File: config.mk
export PLATFORM = sky130hd
export DESIGN_NAME = hazard_ctrl_flat
export DESIGN_NICKNAME = d
export VERILOG_FILES = /design/src/rtl/hazard_ctrl_if.sv /design/src/rtl/hazard_ctrl.sv /design/src/flat_wrapper.sv
export SDC_FILE = /design/constraint.sdc
export NUM_CORES = 1
export LEC_CHECK = 0
export CAP_MARGIN = 20
export CORE_MARGIN = 5
export CORE_UTILIZATION = 45
export CTS_BUF_LIST = sky130_fd_sc_hd__clkbuf_2 sky130_fd_sc_hd__clkbuf_4 sky130_fd_sc_hd__clkbuf_8
export DETAILED_ROUTE_END_ITERATION = 8
export GPL_TIMING_DRIVEN = 0
export PLACE_DENSITY = 0.79
export SLEW_MARGIN = 20
export SYNTH_ARGS = -nofsm -noshare
export SYNTH_HDL_FRONTEND = slang
export SYNTH_SLANG_ARGS = --single-unit
File: constraint.sdc
create_clock -name clk -period 1.8 [get_ports clk]
set_input_delay 0.27 -clock clk [delete_from_list [all_inputs] [get_ports clk]]
set_output_delay 0.27 -clock clk [all_outputs]
set_load 0.02 [all_outputs]
File: src/rtl/hazard_ctrl_if.sv
// Signal bundle between the pipeline datapath and the hazard/sequencing controller.
// The pipeline (master) presents ID/EX hazard information; the controller (slave) returns enables and statistics.
interface hazard_ctrl_if #(
  parameter int CNT_W = 16
);
  // Hazard information presented by the pipeline
  logic [1:0]       ID_rs;
  logic [1:0]       ID_rt;
  logic             ID_use_rs;
  logic             ID_use_rt;
  logic             ID_jump;
  logic             ID_halt;
  logic             EX_MemRead;
  logic [1:0]       EX_rd;
  logic             EX_branch_taken;
  logic             imem_ready;

  // Sequencing decisions and statistics returned by the controller
  logic             PC_WriteEn;
  logic             IFID_WriteEn;
  logic             IF_flush;
  logic             IDEX_bubble;
  logic             halted;
  logic [CNT_W-1:0] stall_count;
  logic [CNT_W-1:0] flush_count;
  logic [1:0]       state_dbg;

  modport master (
    output ID_rs, ID_rt, ID_use_rs, ID_use_rt, ID_jump, ID_halt,
           EX_MemRead, EX_rd, EX_branch_taken, imem_ready,
    input  PC_WriteEn, IFID_WriteEn, IF_flush, IDEX_bubble, halted,
           stall_count, flush_count, state_dbg
  );

  modport slave (
    input  ID_rs, ID_rt, ID_use_rs, ID_use_rt, ID_jump, ID_halt,
           EX_MemRead, EX_rd, EX_branch_taken, imem_ready,
    output PC_WriteEn, IFID_WriteEn, IF_flush, IDEX_bubble, halted,
           stall_count, flush_count, state_dbg
  );
endinterface

File: src/rtl/hazard_ctrl.sv
// Pipeline sequencing controller: decides advance/hold/flush of PC and IF/ID, bubble into ID/EX,
// and keeps saturating stall/flush statistics.
module hazard_ctrl #(
  parameter int LOADUSE_STALL = 1,
  parameter int CNT_W         = 16
) (
  input  logic         clk,
  input  logic         reset_n,
  hazard_ctrl_if.slave bus
);

  typedef enum logic [1:0] {
    RUN      = 2'd0,
    LU_STALL = 2'd1,
    HALT     = 2'd2
  } state_t;

  state_t           state, state_nx;
  logic [2:0]       lu_cnt, lu_nx;
  logic [CNT_W-1:0] stall_cnt, flush_cnt;
  logic             stall_inc, flush_inc;
  logic             lu;

  // Fetch handshake: imem_ready=1 means the instruction presented to IF/ID this cycle is valid;
  // when it is low a NOP is written into ID while the PC holds, so the miss behaves like a stall.
  assign lu = bus.EX_MemRead &
              ((bus.ID_use_rs & (bus.ID_rs == bus.EX_rd)) |
               (bus.ID_use_rt & (bus.ID_rt == bus.EX_rd)));

  always_comb begin
    state_nx         = state;
    lu_nx            = lu_cnt;
    stall_inc        = 1'b0;
    flush_inc        = 1'b0;
    bus.PC_WriteEn   = 1'b0;
    bus.IFID_WriteEn = 1'b0;
    bus.IF_flush     = 1'b0;
    bus.IDEX_bubble  = 1'b0;
    bus.halted       = 1'b0;

    if (!reset_n) begin
      bus.IF_flush    = 1'b1;
      bus.IDEX_bubble = 1'b1;
    end else begin
      unique case (state)
        RUN: begin
          if (bus.EX_branch_taken) begin
            // Whatever sits in ID is on the wrong path, so its hazards are irrelevant.
            bus.PC_WriteEn   = 1'b1;
            bus.IFID_WriteEn = 1'b1;
            bus.IF_flush     = 1'b1;
            bus.IDEX_bubble  = 1'b1;
            flush_inc        = 1'b1;
          end else if (bus.ID_halt) begin
            state_nx = HALT;
          end else if (lu) begin
            bus.IDEX_bubble = 1'b1;
            stall_inc       = 1'b1;
            if (LOADUSE_STALL > 1) begin
              lu_nx    = 3'(LOADUSE_STALL - 1);
              state_nx = LU_STALL;
            end
          end else if (bus.ID_jump) begin
            bus.PC_WriteEn   = 1'b1;
            bus.IFID_WriteEn = 1'b1;
            bus.IF_flush     = 1'b1;
            flush_inc        = 1'b1;
          end else if (!bus.imem_ready) begin
            bus.IFID_WriteEn = 1'b1;
            bus.IF_flush     = 1'b1;
            stall_inc        = 1'b1;
          end else begin
            bus.PC_WriteEn   = 1'b1;
            bus.IFID_WriteEn = 1'b1;
          end
        end

        LU_STALL: begin
          // EX holds a bubble here, so no branch can resolve and inputs are ignored.
          bus.IDEX_bubble = 1'b1;
          stall_inc       = 1'b1;
          lu_nx           = lu_cnt - 3'd1;
          if (lu_cnt == 3'd1) state_nx = RUN;
        end

        HALT: begin
          bus.IDEX_bubble = 1'b1;
          bus.halted      = 1'b1;
        end

        default: begin
          state_nx = RUN;
        end
      endcase
    end
  end

  always_ff @(posedge clk) begin
    if (!reset_n) begin
      state     <= RUN;
      lu_cnt    <= 3'd0;
      stall_cnt <= '0;
      flush_cnt <= '0;
    end else begin
      state  <= state_nx;
      lu_cnt <= lu_nx;
      if (stall_inc && (stall_cnt != '1)) stall_cnt <= stall_cnt + CNT_W'(1);
      if (flush_inc && (flush_cnt != '1)) flush_cnt <= flush_cnt + CNT_W'(1);
    end
  end

  assign bus.stall_count = stall_cnt;
  assign bus.flush_count = flush_cnt;
  assign bus.state_dbg   = state;

endmodule

File: src/flat_wrapper.sv
// flat-port wrapper written by rule: the top's interface ports become plain ports
module hazard_ctrl_flat 
#(
  parameter int LOADUSE_STALL = 1,
  parameter int CNT_W         = 16
)
  (clk, reset_n, bus_ID_rs, bus_ID_rt, bus_ID_use_rs, bus_ID_use_rt, bus_ID_jump, bus_ID_halt, bus_EX_MemRead, bus_EX_rd, bus_EX_branch_taken, bus_imem_ready, bus_PC_WriteEn, bus_IFID_WriteEn, bus_IF_flush, bus_IDEX_bubble, bus_halted, bus_stall_count, bus_flush_count, bus_state_dbg);
  hazard_ctrl_if #(.CNT_W(CNT_W)) bus_i ();
  input  logic clk;
  input  logic reset_n;
  input wire logic [$bits(bus_i.ID_rs)-1:0] bus_ID_rs;
  input wire logic [$bits(bus_i.ID_rt)-1:0] bus_ID_rt;
  input wire logic [$bits(bus_i.ID_use_rs)-1:0] bus_ID_use_rs;
  input wire logic [$bits(bus_i.ID_use_rt)-1:0] bus_ID_use_rt;
  input wire logic [$bits(bus_i.ID_jump)-1:0] bus_ID_jump;
  input wire logic [$bits(bus_i.ID_halt)-1:0] bus_ID_halt;
  input wire logic [$bits(bus_i.EX_MemRead)-1:0] bus_EX_MemRead;
  input wire logic [$bits(bus_i.EX_rd)-1:0] bus_EX_rd;
  input wire logic [$bits(bus_i.EX_branch_taken)-1:0] bus_EX_branch_taken;
  input wire logic [$bits(bus_i.imem_ready)-1:0] bus_imem_ready;
  output wire logic [$bits(bus_i.PC_WriteEn)-1:0] bus_PC_WriteEn;
  output wire logic [$bits(bus_i.IFID_WriteEn)-1:0] bus_IFID_WriteEn;
  output wire logic [$bits(bus_i.IF_flush)-1:0] bus_IF_flush;
  output wire logic [$bits(bus_i.IDEX_bubble)-1:0] bus_IDEX_bubble;
  output wire logic [$bits(bus_i.halted)-1:0] bus_halted;
  output wire logic [$bits(bus_i.stall_count)-1:0] bus_stall_count;
  output wire logic [$bits(bus_i.flush_count)-1:0] bus_flush_count;
  output wire logic [$bits(bus_i.state_dbg)-1:0] bus_state_dbg;
  assign bus_i.ID_rs = bus_ID_rs;
  assign bus_i.ID_rt = bus_ID_rt;
  assign bus_i.ID_use_rs = bus_ID_use_rs;
  assign bus_i.ID_use_rt = bus_ID_use_rt;
  assign bus_i.ID_jump = bus_ID_jump;
  assign bus_i.ID_halt = bus_ID_halt;
  assign bus_i.EX_MemRead = bus_EX_MemRead;
  assign bus_i.EX_rd = bus_EX_rd;
  assign bus_i.EX_branch_taken = bus_EX_branch_taken;
  assign bus_i.imem_ready = bus_imem_ready;
  assign bus_PC_WriteEn = bus_i.PC_WriteEn;
  assign bus_IFID_WriteEn = bus_i.IFID_WriteEn;
  assign bus_IF_flush = bus_i.IF_flush;
  assign bus_IDEX_bubble = bus_i.IDEX_bubble;
  assign bus_halted = bus_i.halted;
  assign bus_stall_count = bus_i.stall_count;
  assign bus_flush_count = bus_i.flush_count;
  assign bus_state_dbg = bus_i.state_dbg;
  hazard_ctrl #(.LOADUSE_STALL(LOADUSE_STALL), .CNT_W(CNT_W)) u_core (.clk(clk), .reset_n(reset_n), .bus(bus_i));
endmodule
==> results of run 1 <==
## state kept, by name (all words and copies together) (netlist names)
signal and count:
u_core.bus.stall_count 16, u_core.bus.flush_count 16, u_core.bus.state_dbg 1
## cell usage after synthesis (all sizes together), types with 4 or more instances
cell type	n	share of area
o31ai	14	0.057
o21ai	9	0.023
nor2	13	0.027
nor4	5	0.016
and4	4	0.018
nand3	9	0.023
nand4	9	0.029
clkbuf	7	0.014
inv	10	0.020
o211ai	4	0.016
nand2b	4	0.013
nand2	25	0.049
buf	5	0.018
dfxtp	33	0.34
a21oi	24	0.063
or3	6	0.020
xor2	4	0.018
nor3	7	0.023
or4	12	0.047
mux2i	8	0.042
o41ai	4	0.018
## layer usage
layer | track usage | vias to the layer above | share of wire
li1 | - | 1042 | -
met1 | 0.263 | 1047 | 0.42
met2 | 0.332 | 110 | 0.50
met3 | 0.0449 | 16 | 0.069
met4 | 0.0621 | 0 | 0.017
met5 | 0 | - | 0
## metrics by stage
stage	worst slack (ps)	util	cell area, um2	std cells	power [mW]
final	12.7	0.714	2900	354	1.61
after global routing	-28.9	0.714	2900	354	1.66
after CTS	-5.28	0.677	2750	350	1.59
after detailed placement	-862	0.614	2490	339	0.984
after global placement	-859	0.614	2490	339	0.979
after floorplan	5.44	-	1930	239	0.886
## worst paths after layout
kind | start | endpoint | cells past startpoint
worst max-delay path | bus_EX_branch_taken | bus_IDEX_bubble | 4
worst min-delay path | reset_n | u_core.bus.flush_count[0] | 3
worst max register to register | u_core.bus.stall_count[6] | u_core.bus.stall_count[0] | 6
worst min register to register | u_core.bus.flush_count[0] | u_core.bus.flush_count[0] | 1
## logic make-up after synthesis
family,after synthesis,synth area share
AO/OA/AOI/OAI,64,0.223
XOR/XNOR,4,0.0182
adder cells (fa/ha/maj),2,0.0130
buffers and inverters,22,0.0508
flip-flops,33,0.344
multiplexers,8,0.0417
other,1,0.00195
AND/OR/NAND/NOR,105,0.307
## cell type report
class,instances,share of cell area
buffer,11,0.0276
clock buffer,7,0.0311
multi-input combinational,186,0.491
inverter,10,0.0130
sequential,33,0.235
tap,50,0.0216
timing repair buffer,57,0.180
## what timing repair did
item | in CTS | in global routing
endpoints found under the setup margin | 36 | 35
setup buffers | 4 | 2
pin swaps | 15 | 11
gates resized for setup | 68 | 46
gates cloned | 1 | 2
## worst max-delay path: cells and delay by family
| family | cells | cell delay, ps |
|---|---|---|
| buffers and inverters | 3 | 1030 |
| AO/OA/AOI/OAI | 1 | 210 |
## power by group
group / total, mW / leakage (nW) / switching (mW) / internal, mW
Combinational: 0.259 / 0.613 / 0.153 / 0.106
Sequential: 0.760 / 0.272 / 0.0167 / 0.744
Clock: 0.588 / 0.0477 / 0.270 / 0.319
Total: 1.61 / 0.933 / 0.440 / 1.17
==> flow_metrics.tcl, run 1 <==
set metrics [dict create \
    globalplace.congestion 0.821 \
    crit_required_ps 1530 \
    leakage_nw 0.933 \
    synth_area_per_cell_um2 8.04 \
    layout-drive-gt1-share 0.283 \
    tightest_slew_ps 612 \
    initialDrtViolationCount 181 \
    synthDistinctLibCells 44 \
    numCtsBuffers 5 \
    start_util 0.473 \
    irDropWorstVdd_v 0.000306 \
    ys.flop_type "dfxtp_1" \
    ctsLongestPathBuffers 2 \
    async_flop_share 0 \
    cts-root-buf "clkbuf_8" \
    clkSinkCount 33 \
    drt-total-wl_um 6290 \
    wire_per_inst_um 17.8 \
    violations "DRC" \
    final-setup-viol-count 0 \
    cts_tree "yes" \
    clk_pin_slew_ps 70 \
    vias 2215 \
    setup-tns-final_ps 0 \
    ys_seq_area_frac 0.344 \
    fin_crit_ps 1790 \
    die_x_um 75.3 \
    antenna_cells 0 \
    maxSlewViolCount 0 \
    regArea_um2 682 \
    whs_ps 357 \
    place_hpwl_um 3860 \
    reg2reg_slack_ps 30 \
    nets 321 \
    relSlewSlack 0.592 \
    hp-class "input port to flip-flop" \
    powerDensity_mw_per_mm2 555 \
    outcome "finished with violations" \
    hold_viol_final 0 \
    n_fill_cell 301 \
    overflow 0 \
    grt_max_degree 11 \
    crit_type "input port to output pin" \
    critical_path.max_stage_delay_ps 530 \
    end_kind "output pin" \
    dieArea_mm2 0.00567 \
    numPortBuffers 50 \
    drc 1 \
    clk_latency_ps 280 \
    grt_pass1_wl_um 8900 \
    firstDrtPassIters 6 \
    final_cell_mix "clkdlybuf4s50_1, nand2_1, dfxtp_1" \
    htreeDepth 2 \
    syn2layout_area_growth_pct 50.8 \
    multiInputGateArea_mm2 0.00142 \
    avgViaCountPerCell 6.26 \
    synth_edf_count 0 \
    first_global_vias 1936 \
    synthCells 239 \
    min_period_over_period 0.993 \
    layout_commonest_cell "clkdlybuf4s50_1" \
    synth_seq_cells 33 \
    crit_path_cell_trace "clkdlybuf4s50_1 > inv_1 > o211ai_1 > buf_4" \
    cts_hold_buffers 0 \
    syn-num-nets 256 \
    die_y_um 75.3 \
    antenna_found_initial 0 \
    grtUsageTotal 0.201 \
    postRouteAntennaNets 0 \
    cp.arrival_ps 1520 \
    syn_area_mm2 0.00192 \
    clock.fmax_ghz 0.560 \
    startpoint_type "input port" \
    maxCapViolCount 0 \
    slowest_stage "clkdlybuf4s50_1" \
    rsz0062_at_grt "true" \
    fin_worst_skew_ps 8.40 \
    core_area_mm2 0.00406 \
    yosys_warnings 0 \
    worstPathMaxFanout 6 \
    rows 23 \
    io_pins 54 \
]
(Power assumes the default switching activity.)
==> inputs of run 2 (changes only) <==
--- a/config.mk
+++ b/config.mk
@@ -9,6 +9,7 @@
 export CORE_MARGIN = 5
 export CORE_UTILIZATION = 45
 export CTS_BUF_LIST = sky130_fd_sc_hd__clkbuf_2 sky130_fd_sc_hd__clkbuf_4 sky130_fd_sc_hd__clkbuf_8
+export CTS_CLUSTER_DIAMETER = 100
 export DETAILED_ROUTE_END_ITERATION = 8
 export GPL_TIMING_DRIVEN = 0
 export PLACE_DENSITY = 0.79
==> results of run 2 <==
Final layout, timing and power as in run 1 (identical DEF).
==> inputs of run 3 (changes only) <==
--- a/config.mk
+++ b/config.mk
@@ -7,12 +7,11 @@
 export LEC_CHECK = 0
 export CAP_MARGIN = 20
 export CORE_MARGIN = 5
-export CORE_UTILIZATION = 45
-export CTS_BUF_LIST = sky130_fd_sc_hd__clkbuf_2 sky130_fd_sc_hd__clkbuf_4 sky130_fd_sc_hd__clkbuf_8
+export CORE_UTILIZATION = 43
 export CTS_CLUSTER_DIAMETER = 100
 export DETAILED_ROUTE_END_ITERATION = 8
 export GPL_TIMING_DRIVEN = 0
-export PLACE_DENSITY = 0.79
+export PLACE_DENSITY = 0.76
 export SLEW_MARGIN = 20
 export SYNTH_ARGS = -nofsm -noshare
 export SYNTH_HDL_FRONTEND = slang
==> constraint.sdc (replaced) <==
create_clock -name clk -period 1.8 [get_ports clk]
set_input_delay 0.36 -clock clk [delete_from_list [all_inputs] [get_ports clk]]
set_output_delay 0.36 -clock clk [all_outputs]
set_load 0.02 [all_outputs]
==> run 3 against run 2 <==
Utilization fell by 3.2 points; largest power group unchanged; register-to-register slack improved by 20 ps; count of clock-buffer cells in the layout stayed put; largest cell class unchanged; the flow finishes with violations (setup timing); critical path depth up 3; critical endpoint is now u_core.bus.flush_count[5]; cell area up 2.5%; non-clock buffer count fell by 3; sequential cell count is the same.
==> flow_metrics.tcl, run 3 (synthesized netlist as in run 1, its figures left out) <==
set metrics [dict create \
    relSlewSlack 0.544 \
    r2r_start "u_core.bus.stall_count[3]" \
    fin_crit_ps 1820 \
    fin_area_mm2 0.00297 \
    maxSlewViolCount 0 \
    crit_type "input port to flip-flop" \
    start_util 0.441 \
    worstPathMaxFanout 5 \
    dp_worst_setup_slack_ps -953 \
    clock.fmax_ghz 0.549 \
    cp.arrival_ps 2030 \
    fin_worst_skew_ps 8.72 \
    cts_hold_buffers 0 \
    rows 24 \
    drt-total-wl_um 5860 \
    clk_pin_slew_ps 70 \
    core_area_mm2 0.00435 \
    first_global_vias 2069 \
    dieArea_mm2 0.00590 \
    maxCapViolCount 0 \
    placed_area_mm2 0.00252 \
    nets 317 \
    numPortBuffers 50 \
    die_y_um 76.8 \
    powerDensity_mw_per_mm2 589 \
    leakage_nw 1.04 \
    hp-class "input port to flip-flop" \
    hold_viol_final 0 \
    crit_required_ps 2010 \
    end_kind "flip-flop" \
    io_pins 54 \
    min_period_over_period 1.01 \
    outcome "finished with violations" \
    antenna_cells 0 \
    grt_max_degree 11 \
    clkSinkCount 33 \
    violations "setup timing" \
    ctsLongestPathBuffers 2 \
    whs_ps 445 \
    setup_slack_ps -20.7 \
    r2r-end "u_core.bus.stall_count[9]" \
    irDropWorstVdd_v 0.000428 \
    hold_start "reset_n" \
    tightest_slew_ps 684 \
    cts-root-buf "clkbuf_8" \
    die_x_um 76.8 \
    r2r_cells 6 \
    layout_commonest_cell "clkdlybuf4s50_1" \
    startpoint_type "input port" \
    finalPower_mw 1.75 \
    cts_tree "yes" \
    wire_per_inst_um 16.6 \
    grtUsageTotal 0.192 \
    syn2layout_area_growth_pct 54.5 \
    final_cell_mix "clkdlybuf4s50_1, nand2_1, dfxtp_1" \
    numCtsBuffers 5 \
    clk_latency_ps 290 \
    layout-drive-gt1-share 0.302 \
    avgViaCountPerCell 6.12 \
    grt_pass1_wl_um 9630 \
    final-setup-viol-count 3 \
    hold_depth 3 \
    antenna_found_initial 0 \
    firstDrtPassIters 4 \
    overflow 0 \
    postRouteAntennaNets 0 \
    rsz0062_at_grt "true" \
    place_hpwl_um 3790 \
    n_fill_cell 358 \
    initialDrtViolationCount 209 \
    reg2reg_slack_ps 50 \
    drc 0 \
    hold_end "u_core.bus.flush_count[1]" \
    vias 2162 \
    globalplace.congestion 0.778 \
    htreeDepth 2 \
]
==> run 3: what timing repair did <==
action | in CTS | in global routing
resized for setup | 83 | 58
cloned | 1 | 0
buffers inserted | 4 | 0
setup endpoints to repair | 36 | 33
pin swaps | 16 | 20
==> run 3: through the flow <==
stage / std cells / setup TNS [ps] / utilization
floorplan: 239 / 0 / -
global placement: 341 / -23120 / 0.579
detailed placement: 341 / -24580 / 0.579
CTS: 353 / -234 / 0.634
global route: 353 / -630 / 0.682
finish: 353 / -52.9 / 0.682
==> run 3: final cells by class <==
cell class | instances | area [um2] | share of cell area
inverter | 10 | 37.5 | 0.0126
clock inverter | 1 | 30.0 | 0.0101
sequential | 33 | 681 | 0.229
timing repair buffer | 54 | 526 | 0.177
clock buffer | 7 | 86.3 | 0.0291
buffer | 11 | 83.8 | 0.0282
tap | 52 | 65.1 | 0.0219
multi-input combinational | 185 | 1460 | 0.492
==> run 3: where the power goes <==
part,switching [mW],internal (mW)
Clock,0.278,0.451
Sequential,0.0167,0.742
Combinational,0.152,0.109
==> run 3: routing by layer <==
metal	routed length, um	part of all wire	vias up	GRT usage
li1	-	-	1034	-
met1	2500	0.43	1036	0.247
met2	2930	0.50	81	0.323
met3	342	0.058	11	0.0445
met4	90	0.015	0	0.0507
met5	0	0	-	0
==> run 3: worst max path at each step <==
stage / from / depth (start not counted) / endpoint / slack (ps)
after CTS: u_core.bus.flush_count[0] / 6 / u_core.bus.flush_count[14] / -60
after global routing: bus_EX_rd[1] / 7 / bus_PC_WriteEn / -90
final: bus_EX_rd[1] / 7 / u_core.bus.flush_count[5] / -20
after floorplan: u_core.bus.flush_count[0] / 6 / u_core.bus.flush_count[10] / 5
after global placement: bus_EX_rd[0] / 7 / bus_IF_flush / -880
after detailed placement: bus_EX_rd[1] / 7 / bus_IF_flush / -950
==> run 3: critical path, cell delays in order <==
cell	delay, ps
buf_6	110
xor2_2	190
nor3_4	90
buf_4	160
o41a_4	470
or4_4	500
a21oi_2	150
